===== src/rtl/calc_pkg.sv =====
// Shared code points and sequencer state encoding for the calc block.
package calc_pkg;

  typedef logic [3:0] cmd_t;

  localparam cmd_t CMD_ADD  = 4'd10;
  localparam cmd_t CMD_SUB  = 4'd11;
  localparam cmd_t CMD_MUL  = 4'd12;
  localparam cmd_t CMD_IDLE = 4'd13;
  localparam cmd_t CMD_EQ   = 4'd14;
  localparam cmd_t CMD_BS   = 4'd15;

  typedef logic [1:0] status_t;

  localparam status_t ST_ERR   = 2'b00;
  localparam status_t ST_BUSY  = 2'b01;
  localparam status_t ST_READY = 2'b10;

  typedef enum logic [1:0] {
    S_RST,
    S_IDLE,
    S_ISSUE,
    S_WAIT
  } seq_state_t;

endpackage


===== src/rtl/cmd_fifo.sv =====
// Circular key FIFO with synchronous flush; pointers wrap naturally at DEPTH.
module cmd_fifo #(
  parameter int unsigned DEPTH = 8,
  parameter int unsigned WIDTH = 4
) (
  input  logic                     clock,
  input  logic                     reset,
  input  logic                     push,
  input  logic                     pop,
  input  logic                     flush,
  input  logic [WIDTH-1:0]         data_in,
  output logic [WIDTH-1:0]         data_out,
  output logic                     full,
  output logic                     empty,
  output logic [$clog2(DEPTH):0]   fill
);

  localparam int unsigned AW = $clog2(DEPTH);
  localparam int unsigned FW = AW + 1;

  logic [WIDTH-1:0] mem [DEPTH];
  logic [AW-1:0]    wr_ptr;
  logic [AW-1:0]    rd_ptr;
  logic             do_push;
  logic             do_pop;

  assign full     = (fill == FW'(DEPTH));
  assign empty    = (fill == '0);
  assign do_push  = push && !full && !flush;
  assign do_pop   = pop && !empty && !flush;
  assign data_out = mem[rd_ptr];

  always_ff @(posedge clock or negedge reset) begin
    if (!reset) begin
      wr_ptr <= '0;
      rd_ptr <= '0;
      fill   <= '0;
    end else if (flush) begin
      wr_ptr <= '0;
      rd_ptr <= '0;
      fill   <= '0;
    end else begin
      if (do_push) wr_ptr <= wr_ptr + AW'(1);
      if (do_pop)  rd_ptr <= rd_ptr + AW'(1);
      unique case ({do_push, do_pop})
        2'b10:   fill <= fill + FW'(1);
        2'b01:   fill <= fill - FW'(1);
        default: fill <= fill;
      endcase
    end
  end

  // Storage needs no reset; occupancy gates every read.
  always_ff @(posedge clock) begin
    if (do_push) mem[wr_ptr] <= data_in;
  end

endmodule


===== src/rtl/calc_cmd_sequencer.sv =====
// Queues keypad events and hands them to calc one at a time under its
// ready/busy handshake; owns calc's reset, error and timeout recovery.
module calc_cmd_sequencer
  import calc_pkg::*;
#(
  parameter int unsigned DEPTH      = 8,
  parameter int unsigned RST_CYCLES = 2,
  parameter int unsigned TIMEOUT    = 1024
) (
  input  logic                   clock,
  input  logic                   reset,
  input  logic                   key_valid,
  input  logic [3:0]             key_code,
  output logic                   key_ready,
  input  logic [1:0]             status,
  output logic [3:0]             cmd,
  output logic                   calc_rst,
  output logic [$clog2(DEPTH):0] fill,
  output logic                   err_flag,
  output logic                   tmo_flag
);

  localparam int unsigned RCW = $clog2(RST_CYCLES + 1);
  localparam int unsigned TCW = $clog2(TIMEOUT + 1);

  seq_state_t     state_q, state_d;
  logic [RCW-1:0] rst_cnt_q, rst_cnt_d;
  logic [TCW-1:0] tmo_cnt_q, tmo_cnt_d;
  cmd_t           cmd_d;
  logic           err_d, tmo_d;
  logic           pop_c, push_c, flush_c, enter_rst_c;
  logic           full, empty;
  logic [3:0]     head;

  assign key_ready = !full && (state_q != S_RST);
  assign push_c    = key_valid && key_ready && (key_code != CMD_IDLE) && !enter_rst_c;
  assign flush_c   = (state_q == S_RST) || enter_rst_c;

  cmd_fifo #(.DEPTH(DEPTH), .WIDTH(4)) u_fifo (
    .clock    (clock),
    .reset    (reset),
    .push     (push_c),
    .pop      (pop_c),
    .flush    (flush_c),
    .data_in  (key_code),
    .data_out (head),
    .full     (full),
    .empty    (empty),
    .fill     (fill)
  );

  // Next-state logic; error beats timeout beats handshake progress.
  always_comb begin
    state_d     = state_q;
    rst_cnt_d   = rst_cnt_q;
    tmo_cnt_d   = tmo_cnt_q;
    cmd_d       = cmd;
    err_d       = err_flag;
    tmo_d       = tmo_flag;
    pop_c       = 1'b0;
    enter_rst_c = 1'b0;

    unique case (state_q)
      S_RST: begin
        cmd_d = CMD_IDLE;
        if (rst_cnt_q == RCW'(RST_CYCLES - 1)) begin
          state_d   = S_IDLE;
          rst_cnt_d = '0;
        end else begin
          rst_cnt_d = rst_cnt_q + RCW'(1);
        end
      end
      S_IDLE: begin
        cmd_d = CMD_IDLE;
        if (status == ST_READY && !empty) begin
          state_d   = S_ISSUE;
          cmd_d     = head;
          tmo_cnt_d = '0;
        end
      end
      S_ISSUE: begin
        if (tmo_cnt_q == TCW'(TIMEOUT - 1)) begin
          tmo_d       = 1'b1;
          enter_rst_c = 1'b1;
        end else if (status == ST_BUSY) begin
          pop_c     = 1'b1;
          state_d   = S_WAIT;
          tmo_cnt_d = '0;
        end else begin
          tmo_cnt_d = tmo_cnt_q + TCW'(1);
        end
      end
      S_WAIT: begin
        if (tmo_cnt_q == TCW'(TIMEOUT - 1)) begin
          tmo_d       = 1'b1;
          enter_rst_c = 1'b1;
        end else if (status == ST_READY) begin
          state_d = S_IDLE;
          cmd_d   = CMD_IDLE;
        end else begin
          tmo_cnt_d = tmo_cnt_q + TCW'(1);
        end
      end
    endcase

    if (state_q != S_RST && status == ST_ERR) begin
      err_d       = 1'b1;
      tmo_d       = tmo_flag;
      pop_c       = 1'b0;
      enter_rst_c = 1'b1;
    end

    if (enter_rst_c) begin
      state_d   = S_RST;
      rst_cnt_d = '0;
      cmd_d     = CMD_IDLE;
    end
  end

  always_ff @(posedge clock or negedge reset) begin
    if (!reset) begin
      state_q   <= S_RST;
      rst_cnt_q <= '0;
      tmo_cnt_q <= '0;
      cmd       <= CMD_IDLE;
      calc_rst  <= 1'b1;
      err_flag  <= 1'b0;
      tmo_flag  <= 1'b0;
    end else begin
      state_q   <= state_d;
      rst_cnt_q <= rst_cnt_d;
      tmo_cnt_q <= tmo_cnt_d;
      cmd       <= cmd_d;
      calc_rst  <= (state_d == S_RST);
      err_flag  <= err_d;
      tmo_flag  <= tmo_d;
    end
  end

endmodule

===== config.mk =====
export PLATFORM = sky130hd
export DESIGN_NAME = calc_cmd_sequencer
export DESIGN_NICKNAME = d
export VERILOG_FILES = /design/src/rtl/calc_pkg.sv /design/src/rtl/cmd_fifo.sv /design/src/rtl/calc_cmd_sequencer.sv
export SDC_FILE = /design/constraint.sdc
export NUM_CORES = 1
export LEC_CHECK = 0
export ABC_AREA = 1
export CAP_MARGIN = 20
export CORE_MARGIN = 10
export CORE_UTILIZATION = 30
export DETAILED_ROUTE_END_ITERATION = 10
export PLACE_DENSITY = 0.46
export SLEW_MARGIN = 20
export SYNTH_ARGS = -nofsm -noshare
export SYNTH_HDL_FRONTEND = slang
export SYNTH_SLANG_ARGS = --single-unit

===== constraint.sdc =====
create_clock -name clock -period 3.5 [get_ports clock]
set_input_delay 0.7 -clock clock [delete_from_list [all_inputs] [get_ports clock]]
set_output_delay 0.7 -clock clock [all_outputs]
set_load 0.05 [all_outputs]

==> metrics.yaml, run 1 <==
pwr:
  p_switching_mw: 1.06
  clkPwrFrac_pct: 27.6
  power.density_nw_per_um2: 712
  peakVddDrop_v: 0.000458
  p_seq_share_pct: 35.7
  p_int_mw: 1.68
  p_total_mw: 2.74
  p_sw_share_pct: 38.8
  p_comb_share_pct: 36.6
  p_leak_nw: 1.63
sta:
  rsz0062_at_grt: "no"
  holdWs_ns: 0.476
  finalSetupTns_ns: 0
  slew_headroom_pct: 61.1
  worst_slew_pin_slew_ns: 0.579
  worst_slack_ns: 0.533
  finalCritPeriodShare_pct: 84.8
  finalSetupViolations: 0
  drv_slew: 0
  hold_viol: 0
  fin_skew_ns: 0.00664
  max_freq_ghz: 0.337
  period_needed_ns: 2.97
critical_path:
  arrival_ns: 2.27
  cp-end-kind: "output pin"
  required_ns: 2.80
  rr_worst_depth: 18
  path_cells: "inv_1 -> ha_1 -> a31oi_2 -> clkdlybuf4s50_1"
  critPathLaunchType: "register"
  critical-path-slowest-cell: "clkdlybuf4s50_1"
  cpPeakStageDelay_ns: 0.87
  crit_fanout: 5
  path_class: "register to output pin"
final_layout:
  layoutNonFillerInstCount: 510
  regArea_um2: 1770
  final_util_pct: 37.0
  synthToLayoutAreaGrowth_pct: 18.8
  drive_above_1_share_pct: 13.4
  fill_cells: 1091
  multiInputGateArea_um2: 1300
  final_area_um2: 3850
  n_antenna_cell: 0
  fin_nets: 390
place:
  place_worst_setup_slack_ns: 0.344
  dp_hpwl_um: 5320
  gp_congestion: 0.824
  placed_cell_area_um2: 3620
  port_buffers: 20
  post-place-cells: 494
clock_tree:
  numCtsBuffers: 9
  cts_tree: "done"
  clk_latency_ns: 0.34
  hold_buffers: 0
  cts_num_sinks: 64
  ctsResizeCount: 0
  cts.reportedPaths.clkPinSlew_ns: 0.07
  cts_buffer_depth: 2
  cts_setup_buffers: 0
  cts_max_level: 3
  cts-root-buf: "clkbuf_8"
floorplanning:
  start_util_pct: 31.1
  die_h_um: 124
  core-area_um2: 10400
  die-area_um2: 15400
  placementRows: 37
  io_pins: 21
  fp.dieW_um: 124
run_status:
  outcome: "completed"
drt:
  wirelength_um: 7260
  vias: 2357
  via_per_inst: 4.62
  routedWlPerCell_um: 14.2
  ant_nets: 0
  drtPass1Iterations: 4
  drt_iter0_markers: 141
  drc: 0
global_route:
  grt_start_max_net_pins: 33
  grt_pass1_wl_um: 12100
  grt_pass1_vias: 2392
  grt_usage_pct: 10.2
  overflow: 0
  antenna_found_initial: 0
synth:
  syn_area_per_cell_um2: 9.56
  synthFlopType: "edfxtp_1"
  ys_ff_latch: 64
  synthArstFlopShare_pct: 50.0
  synth_cells: 339
  synthesis.nets: 360
  syn_area_um2: 3240
  synth_edf_count: 32
  yosysWarnings: 0
  ys_types: 38
  synth_seq_area_share_pct: 54.5
min_path:
  hold_path.class: "register to register"
  whs_path_depth: 1
run:
  maxCapViolations: 0
state kept, by name, summed over array words and instances (netlist names):
signal and cells:
tmo_cnt_q 11, u_fifo.wr_ptr 3, calc_rst 1, state_q 2
cmd 4, tmo_flag 1, rst_cnt_q 2, u_fifo.fill 4
u_fifo.mem 32, err_flag 1, u_fifo.rd_ptr 3
final cells by class:
type,count,area share [%]
clock inverters,6,2.79
flip-flops and latches,64,45.9
clock buffers,10,3.31
inverters,42,4.16
multi-input cells,229,33.7
well taps,136,4.42
repair buffers,23,5.78
power groups by stage:
| stage | sequential [mW] | combinational (mW) | clock, mW |
|---|---|---|---|
| after floorplan | 1.06 | 0.669 | 0 |
| after global placement | 0.994 | 1.01 | 0 |
| after detailed placement | 0.996 | 1.02 | 0 |
| after CTS | 0.982 | 1.02 | 0.783 |
| after global routing | 0.996 | 1.13 | 0.815 |
| final | 0.980 | 1.00 | 0.758 |
worst paths after layout:
check	from	slack (ns)	endpoint
max in group asynchronous	reset	2.40	calc_rst$_DFF_PN1_
min reg2reg	err_flag$_DFFE_PN0P_	0.48	err_flag$_DFFE_PN0P_
min in group asynchronous	reset	0.77	tmo_cnt_q[6]$_DFFE_PN0P_
max	state_q[0]$_DFF_PN0_	0.53	key_ready
max reg2reg	state_q[0]$_DFF_PN0_	0.74	u_fifo.fill[3]$_DFFE_PN0P_
min	err_flag$_DFFE_PN0P_	0.48	err_flag$_DFFE_PN0P_
placed cells by master, fill, tap and decap left out, types with 2 or more instances in the layout:
master,Yosys,layout
dfstp_2,4,4
nor2_4,2,2
nand3_4,2,2
clkdlybuf4s50_1,0,20
nand2_2,2,2
ha_1,11,11
and2_1,2,2
buf_4,0,3
nand3_1,19,19
dfrtp_1,28,28
clkbuf_8,0,9
nor3_1,7,7
nand3_2,2,2
nand2_1,49,49
nor2_2,4,4
bufinv_16,0,3
a21oi_1,23,23
nand2_4,4,4
o21ai_0,33,33
nand4_2,2,2
xor2_1,4,4
inv_2,6,6
o22ai_1,4,4
inv_1,35,35
edfxtp_1,32,32
nor2_1,46,46
per-layer routing:
| layer | GRT usage [%] | up-vias | routed length (um) |
|---|---|---|---|
| li1 | - | 1199 | - |
| met1 | 12.5 | 1112 | 3490 |
| met2 | 16.2 | 36 | 3320 |
| met3 | 3.08 | 10 | 297 |
| met4 | 4.46 | 0 | 150 |
| met5 | 0 | - | 0 |
Yosys cell counts, drive strengths merged, types with 2 or more instances:
cell / count / share of area [%]
inv: 42 / 4.9
and2: 2 / 0.39
xor2: 4 / 1.1
o22ai: 4 / 0.77
nor2: 52 / 6.8
buf: 3 / 0.46
nand4: 4 / 1.6
nand2: 55 / 7.4
o21ai: 34 / 5.2
edfxtp: 32 / 30
dfstp: 4 / 3.2
ha: 11 / 4.2
dfrtp: 28 / 22
nor3: 8 / 1.6
a21oi: 23 / 3.6
nand3: 23 / 4.6
cells by family after synthesis:
kind of cell / Yosys count / synth area share (%)
flip-flops: 64 / 54.5
adder cells (fa/ha/maj): 12 / 4.86
AND/OR/NAND/NOR: 146 / 22.8
XOR/XNOR: 4 / 1.08
buffers and inverters: 46 / 5.52
AO/OA/AOI/OAI: 67 / 11.2
worst max-delay path: cells and delay by family, from the launching register on:
kind	cells	cell delay, ns
flip-flops	1	0.45
AO/OA/AOI/OAI	1	0.24
adder cells (fa/ha/maj)	1	0.26
buffers and inverters	2	0.98
Power figures use the tool's default switching activity.
==> inputs of run 2 (changes only) <==
clock period = 2.75 ns   (was 3.5 ns; I/O delays follow)
==> run 2 against run 1 <==
Effect of this change: first-iteration DRC count down 26%; clock-buffer cell count is 1 higher; critical path depth rose by 13; utilization up 1.2 points; sequential share of layout area down 1.4 points; sequential power increased by 27%; flip-flop and latch count unchanged; critical endpoint is now u_fifo.fill[3]$_DFFE_PN0P_; highest routed layer unchanged.
==> metrics.yaml, run 2 (synthesized netlist as in run 1, its figures left out) <==
run_status:
  outcome: "completed"
critical_path:
  crit_fanout: 6  # +1
  rr_worst_depth: 17  # -1
  required_ns: 2.99  # +0.19 ns
  cp-end-kind: "register"
  rrSetupSlack_ns: 0.23  # -0.51 ns
  path_class: "register to register"
  worst_r2r_startpoint: "state_q[0]$_DFF_PN0_"
  arrival_ns: 2.76  # +0.49 ns
  rr_endpoint: "u_fifo.fill[3]$_DFFE_PN0P_"
  critPathLaunchType: "register"
floorplanning:
  fp.dieW_um: 124  # unchanged
  io_pins: 21  # unchanged
  core-area_um2: 10400  # unchanged
  die-area_um2: 15400  # unchanged
  start_util_pct: 31.1  # unchanged
  placementRows: 37  # unchanged
  die_h_um: 124  # unchanged
sta:
  fin_skew_ns: 0.0115  # +0.00481 ns
  period_needed_ns: 2.52
  max_freq_ghz: 0.396
  drv_slew: 0  # unchanged
  finalSetupViolations: 0  # unchanged
  slew_headroom_pct: 63.1  # +2.0 points
  finalSetupTns_ns: 0  # unchanged
  finalCritPeriodShare_pct: 91.7
  rsz0062_at_grt: "no"
  worst_slew_pin_slew_ns: 0.549  # -0.0300 ns
  hold_viol: 0  # unchanged
pwr:
  p_seq_share_pct: 36.4  # +0.7 points
  p_int_mw: 2.02  # +20%
  p_leak_nw: 1.71  # +4.8%
  p_sw_share_pct: 40.5  # +1.7 points
  p_total_mw: 3.40  # +24%
  peakVddDrop_v: 0.000375  # -18%
  power.density_nw_per_um2: 855  # +20%
  p_switching_mw: 1.38  # +29%
  p_comb_share_pct: 39.9  # +3.3 points
  clkPwrFrac_pct: 23.6  # -4.0 points
final_layout:
  top_regs: "u_fifo.mem: 32 flops, tmo_cnt_q: 11 flops"
  fill_cells: 1089  # -0.18%
  layout_commonest_cell: "nand2_1"
  regArea_um2: 1770  # about the same
  max_flop_register: "u_fifo.mem"
  fin_nets: 411  # +5.4%
  largest_register_ffs: 32  # unchanged
  drive_above_1_share_pct: 18.7  # +5.4 points
  synthToLayoutAreaGrowth_pct: 22.6
  final_cell_mix: "nand2_1 (49), nor2_1 (46), inv_1 (35)"
  multiInputGateArea_um2: 1310  # +0.87%
  n_antenna_cell: 0  # unchanged
place:
  dp_hpwl_um: 5410  # +1.8%
  gp_congestion: 0.810  # -1.7%
  port_buffers: 20  # unchanged
drt:
  ant_nets: 0  # unchanged
  drtPass1Iterations: 4  # unchanged
  vias: 2419  # +2.6%
  routedWlPerCell_um: 13.9  # -2.3%
  drt_iter0_markers: 105  # -26%
  drc: 0  # unchanged
  wirelength_um: 7380  # +1.8%
  via_per_inst: 4.56  # -1.4%
clock_tree:
  cts-root-buf: "clkbuf_8"
  clk_latency_ns: 0.35  # about the same
  cts_buffer_depth: 2  # unchanged
  cts_num_sinks: 64  # unchanged
  cts.reportedPaths.clkPinSlew_ns: 0.07  # about the same
  numCtsBuffers: 9  # unchanged
  cts_tree: "done"
  cts_max_level: 3  # unchanged
run:
  maxCapViolations: 0  # unchanged
global_route:
  grt_pass1_vias: 2492  # +4.2%
  antenna_found_initial: 0  # unchanged
  overflow: 0  # unchanged
  grt_pass1_wl_um: 12800  # +5.6%
  grt_start_max_net_pins: 33  # unchanged
  grt_usage_pct: 10.7  # +0.53 points
min_path:
  hold_end: "err_flag$_DFFE_PN0P_"
  whs_path_depth: 1  # unchanged
  min-delay-start: "err_flag$_DFFE_PN0P_"
  hold_path.class: "register to register"
==> run 2: what timing repair did <==
action	CTS	global route
setup buffers	0	0
hold buffers	0	0
gates resized for setup	0	1
setup endpoints to repair	0	1
==> run 2: worst max-delay path, stage by stage (launching register included) <==
cell,delay [ns]
dfrtp_1,0.43
ha_1,0.29
inv_1,0.08
nand2_1,0.13
nand4_4,0.20
nand3_4,0.11
nor2_2,0.04
nand2_1,0.08
inv_1,0.08
ha_1,0.31
a21oi_1,0.15
nand2_1,0.08
xor2_1,0.17
inv_1,0.06
nand2_1,0.06
nand2_1,0.05
nand3_2,0.05
nand2_1,0.04
==> run 2: cell type report <==
| class | count | area share, % |
|---|---|---|
| inverter | 42 | 4.03 |
| tap | 136 | 4.28 |
| clock buffer | 11 | 3.31 |
| clock inverter | 5 | 1.48 |
| timing repair buffer | 44 | 9.51 |
| multi-input combinational | 229 | 32.9 |
| sequential | 64 | 44.5 |
==> run 2: per-stage QoR <==
stage                     instance area [um^2]  cells  setup WS (ns)  hold slack (ns)  util [%]
after floorplan                           3250    339         0.0145            0.254         -
after CTS                                 3970    531          0.198            0.478      38.1
after global routing                      3970    531         0.0126            0.507      38.2
after global placement                    3780    515         0.0467            0.451      36.3
after detailed placement                  3780    515        -0.0731            0.460      36.3
final                                     3970    531          0.228            0.472      38.2
==> run 2: power groups by stage <==
stage	Combinational, mW	Sequential [mW]	Clock, mW
after floorplan	0.866	1.35	0
after global placement	1.37	1.26	0
after detailed placement	1.37	1.26	0
after CTS	1.38	1.24	0.833
after global routing	1.55	1.26	0.874
final	1.36	1.24	0.804
==> run 2: worst max path at each step <==
stage / to / slack (ns) / from
2_1_floorplan: u_fifo.fill[3]$_DFFE_PN0P_ / 0.01 / u_fifo.fill[2]$_DFFE_PN0P_
4_1_cts: u_fifo.fill[3]$_DFFE_PN0P_ / 0.20 / state_q[1]$_DFF_PN0_
3_3_place_gp: u_fifo.fill[3]$_DFFE_PN0P_ / 0.05 / key_code[1]
6_report: u_fifo.fill[3]$_DFFE_PN0P_ / 0.23 / state_q[0]$_DFF_PN0_
5_1_grt: u_fifo.fill[3]$_DFFE_PN0P_ / 0.01 / state_q[0]$_DFF_PN0_
3_5_place_dp: u_fifo.fill[3]$_DFFE_PN0P_ / -0.07 / key_code[1]
==> run 2: layer usage <==
layer,up-vias,wire length (um),global-route usage (%)
met2,31,3410,16.3
met3,11,263,3.08
met4,0,148,4.89
li1,1240,-,-
met1,1137,3560,13.8
met5,-,0,0
==> inputs of run 3 (changes only) <==
CORE_MARGIN = 1   (was 10)
HOLD_SLACK_MARGIN = 0.06   (was default)
==> run 3 against run 2 <==
Effect of this change: design area up 1.2%; combinational power about the same; maximum frequency grew 0.13%; critical endpoint unchanged; utilization is 0.47 points higher; wire length is essentially flat; global-route usage is 3.9 points higher; first-iteration DRC count grew 2.9%; worst setup slack improved by 0.0033 ns.
==> metrics.yaml, run 3 (synthesized netlist as in run 1, its figures left out) <==
global_route:
  grt_start_max_net_pins: 33  # unchanged
  grt_usage_pct: 14.6  # +3.9 points
  overflow: 0  # unchanged
  grt_pass1_wl_um: 12400  # -3.4%
  antenna_found_initial: 0  # unchanged
  grt_pass1_vias: 2446  # -1.8%
final_layout:
  largest_register_ffs: 32  # unchanged
  layout_commonest_cell: "nand2_1"
  fill_cells: 1059  # -2.8%
  top_regs: "u_fifo.mem: 32 flops, tmo_cnt_q: 11 flops"
  synthToLayoutAreaGrowth_pct: 24.1
  n_antenna_cell: 0  # unchanged
  final_cell_mix: "nand2_1 (49), nor2_1 (46), inv_1 (35)"
  drive_above_1_share_pct: 19.6  # +0.86 points
  max_flop_register: "u_fifo.mem"
  fin_nets: 414  # +0.73%
sta:
  finalSetupTns_ns: 0  # unchanged
  finalCritPeriodShare_pct: 91.6  # -0.12 points
  slew_headroom_pct: 62.1  # -1.0 points
  drv_slew: 0  # unchanged
  fin_skew_ns: 0.00698  # -0.00447 ns
  worst_slew_pin_slew_ns: 0.564  # +0.0149 ns
  finalSetupViolations: 0  # unchanged
  hold_viol: 0  # unchanged
  period_needed_ns: 2.52  # -0.00332 ns
  max_freq_ghz: 0.397  # +0.13%
  rsz0062_at_grt: "no"
clock_tree:
  clk_latency_ns: 0.34  # about the same
  cts_buffer_depth: 2  # unchanged
  numCtsBuffers: 9  # unchanged
  ctsResizeCount: 0  # unchanged
  hold_buffers: 0  # unchanged
  cts_num_sinks: 64  # unchanged
  cts-root-buf: "clkbuf_8"
  cts.reportedPaths.clkPinSlew_ns: 0.08  # about the same
  cts_tree: "done"
  cts_setup_buffers: 0  # unchanged
  cts_max_level: 3  # unchanged
pwr:
  p_leak_nw: 1.75  # +2.2%
  power.density_nw_per_um2: 869  # +1.6%
  p_total_mw: 3.49  # +2.8%
  peakVddDrop_v: 0.000581  # +55%
critical_path:
  critPathLaunchType: "register"
  crit_fanout: 5  # -1
  critical-path-slowest-cell: "dfrtp_1"
  rr_worst_depth: 18  # +1
  arrival_ns: 2.76  # about the same
  path_cells: "inv_1 -> ha_1 -> inv_2 -> nand2_1 -> nand4_4 -> nand3_4 -> nor2_2 -> nand2_1 -> inv_1 -> ha_1 -> a21oi_1 -> nand2_1 -> xor2_1 -> inv_1 -> nand2_1 -> nand2_1 -> nand3_2 -> nand2_1"
  crit_top_cell: "nand2_1"
  cp_top_family: "simple AND/OR/NAND/NOR gates"
  required_ns: 2.99  # about the same
  cpPeakStageDelay_ns: 0.43  # about the same
  crit_cells: 18  # +1
  cp-end-kind: "register"
  critPathBufInv: 4  # +1
  path_class: "register to register"
drt:
  drt_iter0_markers: 108  # +2.9%
  routedWlPerCell_um: 13.8  # -0.64%
  drtPass1Iterations: 4  # unchanged
  ant_nets: 0  # unchanged
  via_per_inst: 4.65  # +2.2%
  wirelength_um: 7380  # about the same
  vias: 2485  # +2.7%
  drc: 0  # unchanged
floorplanning:
  start_util_pct: 31.1  # unchanged
  core-area_um2: 10400  # unchanged
  fp.dieW_um: 106  # -15%
  die_h_um: 106  # -15%
  die-area_um2: 11200  # -27%
  io_pins: 21  # unchanged
  placementRows: 37  # unchanged
run_status:
  outcome: "completed"
min_path:
  hold_path.class: "register to register"
  whs_path_depth: 1  # unchanged
place:
  port_buffers: 20  # unchanged
  gp_congestion: 0.789  # -2.7%
  dp_hpwl_um: 5320  # -1.8%
run:
  maxCapViolations: 0  # unchanged
-- run 3: worst reg2reg max path, stage by stage (launching register included) --
cell and delay, ns:
dfrtp_1 0.43, inv_1 0.13, ha_1 0.27, inv_2 0.07, nand2_1 0.12, nand4_4 0.16, nand3_4 0.12, nor2_2 0.04
nand2_1 0.08, inv_1 0.08, ha_1 0.31, a21oi_1 0.13, nand2_1 0.07, xor2_1 0.16, inv_1 0.05, nand2_1 0.06
nand2_1 0.05, nand3_2 0.05, nand2_1 0.04
-- run 3: metal layers --
metal / vias to the layer above / routed length [um] / global-route usage (%)
li1: 1253 / - / -
met1: 1187 / 3700 / 19.1
met2: 40 / 3400 / 22.9
met3: 5 / 218 / 4.60
met4: 0 / 57 / 5.06
met5: - / 0 / 0
-- run 3: final timing paths --
| path | slack, ns | from | endpoint |
|---|---|---|---|
| worst min-delay path | 0.47 | err_flag$_DFFE_PN0P_ | err_flag$_DFFE_PN0P_ |
| worst min register to register | 0.47 | err_flag$_DFFE_PN0P_ | err_flag$_DFFE_PN0P_ |
| worst max-delay path | 0.23 | state_q[0]$_DFF_PN0_ | u_fifo.fill[3]$_DFFE_PN0P_ |
| min in group asynchronous | 0.61 | reset | tmo_cnt_q[5]$_DFFE_PN0P_ |
| max in group asynchronous | 1.79 | reset | calc_rst$_DFF_PN1_ |
| worst max register to register | 0.23 | state_q[0]$_DFF_PN0_ | u_fifo.fill[3]$_DFFE_PN0P_ |
-- run 3: final cells by class --
cell class | instances | area, um^2 | share of cell area [%]
flip-flops and latches | 64 | 1770 | 44.0
multi-input cells | 229 | 1310 | 32.4
repair buffers | 47 | 400 | 9.95
well taps | 136 | 170 | 4.23
inverters | 42 | 160 | 3.98
clock buffers | 9 | 124 | 3.08
clock inverters | 7 | 95.1 | 2.36
-- run 3: through the flow --
step	hold slack, ns	setup WS [ns]	cells	area, um^2	util, %
after floorplan	0.254	0.0145	339	3250	-
after global placement	0.451	0.0386	518	3800	36.5
after detailed placement	0.466	0.00305	518	3800	36.5
after CTS	0.486	0.209	534	4020	38.6
after global routing	0.491	0.000844	534	4020	38.6
final	0.475	0.231	534	4020	38.6
-- run 3: power by group --
group | internal (mW) | switching [mW] | total (mW) | leakage (nW)
logic | 0.448 | 0.909 | 1.36 | 0.941
clock network | 0.511 | 0.387 | 0.898 | 0.110
registers | 1.14 | 0.0991 | 1.24 | 0.699
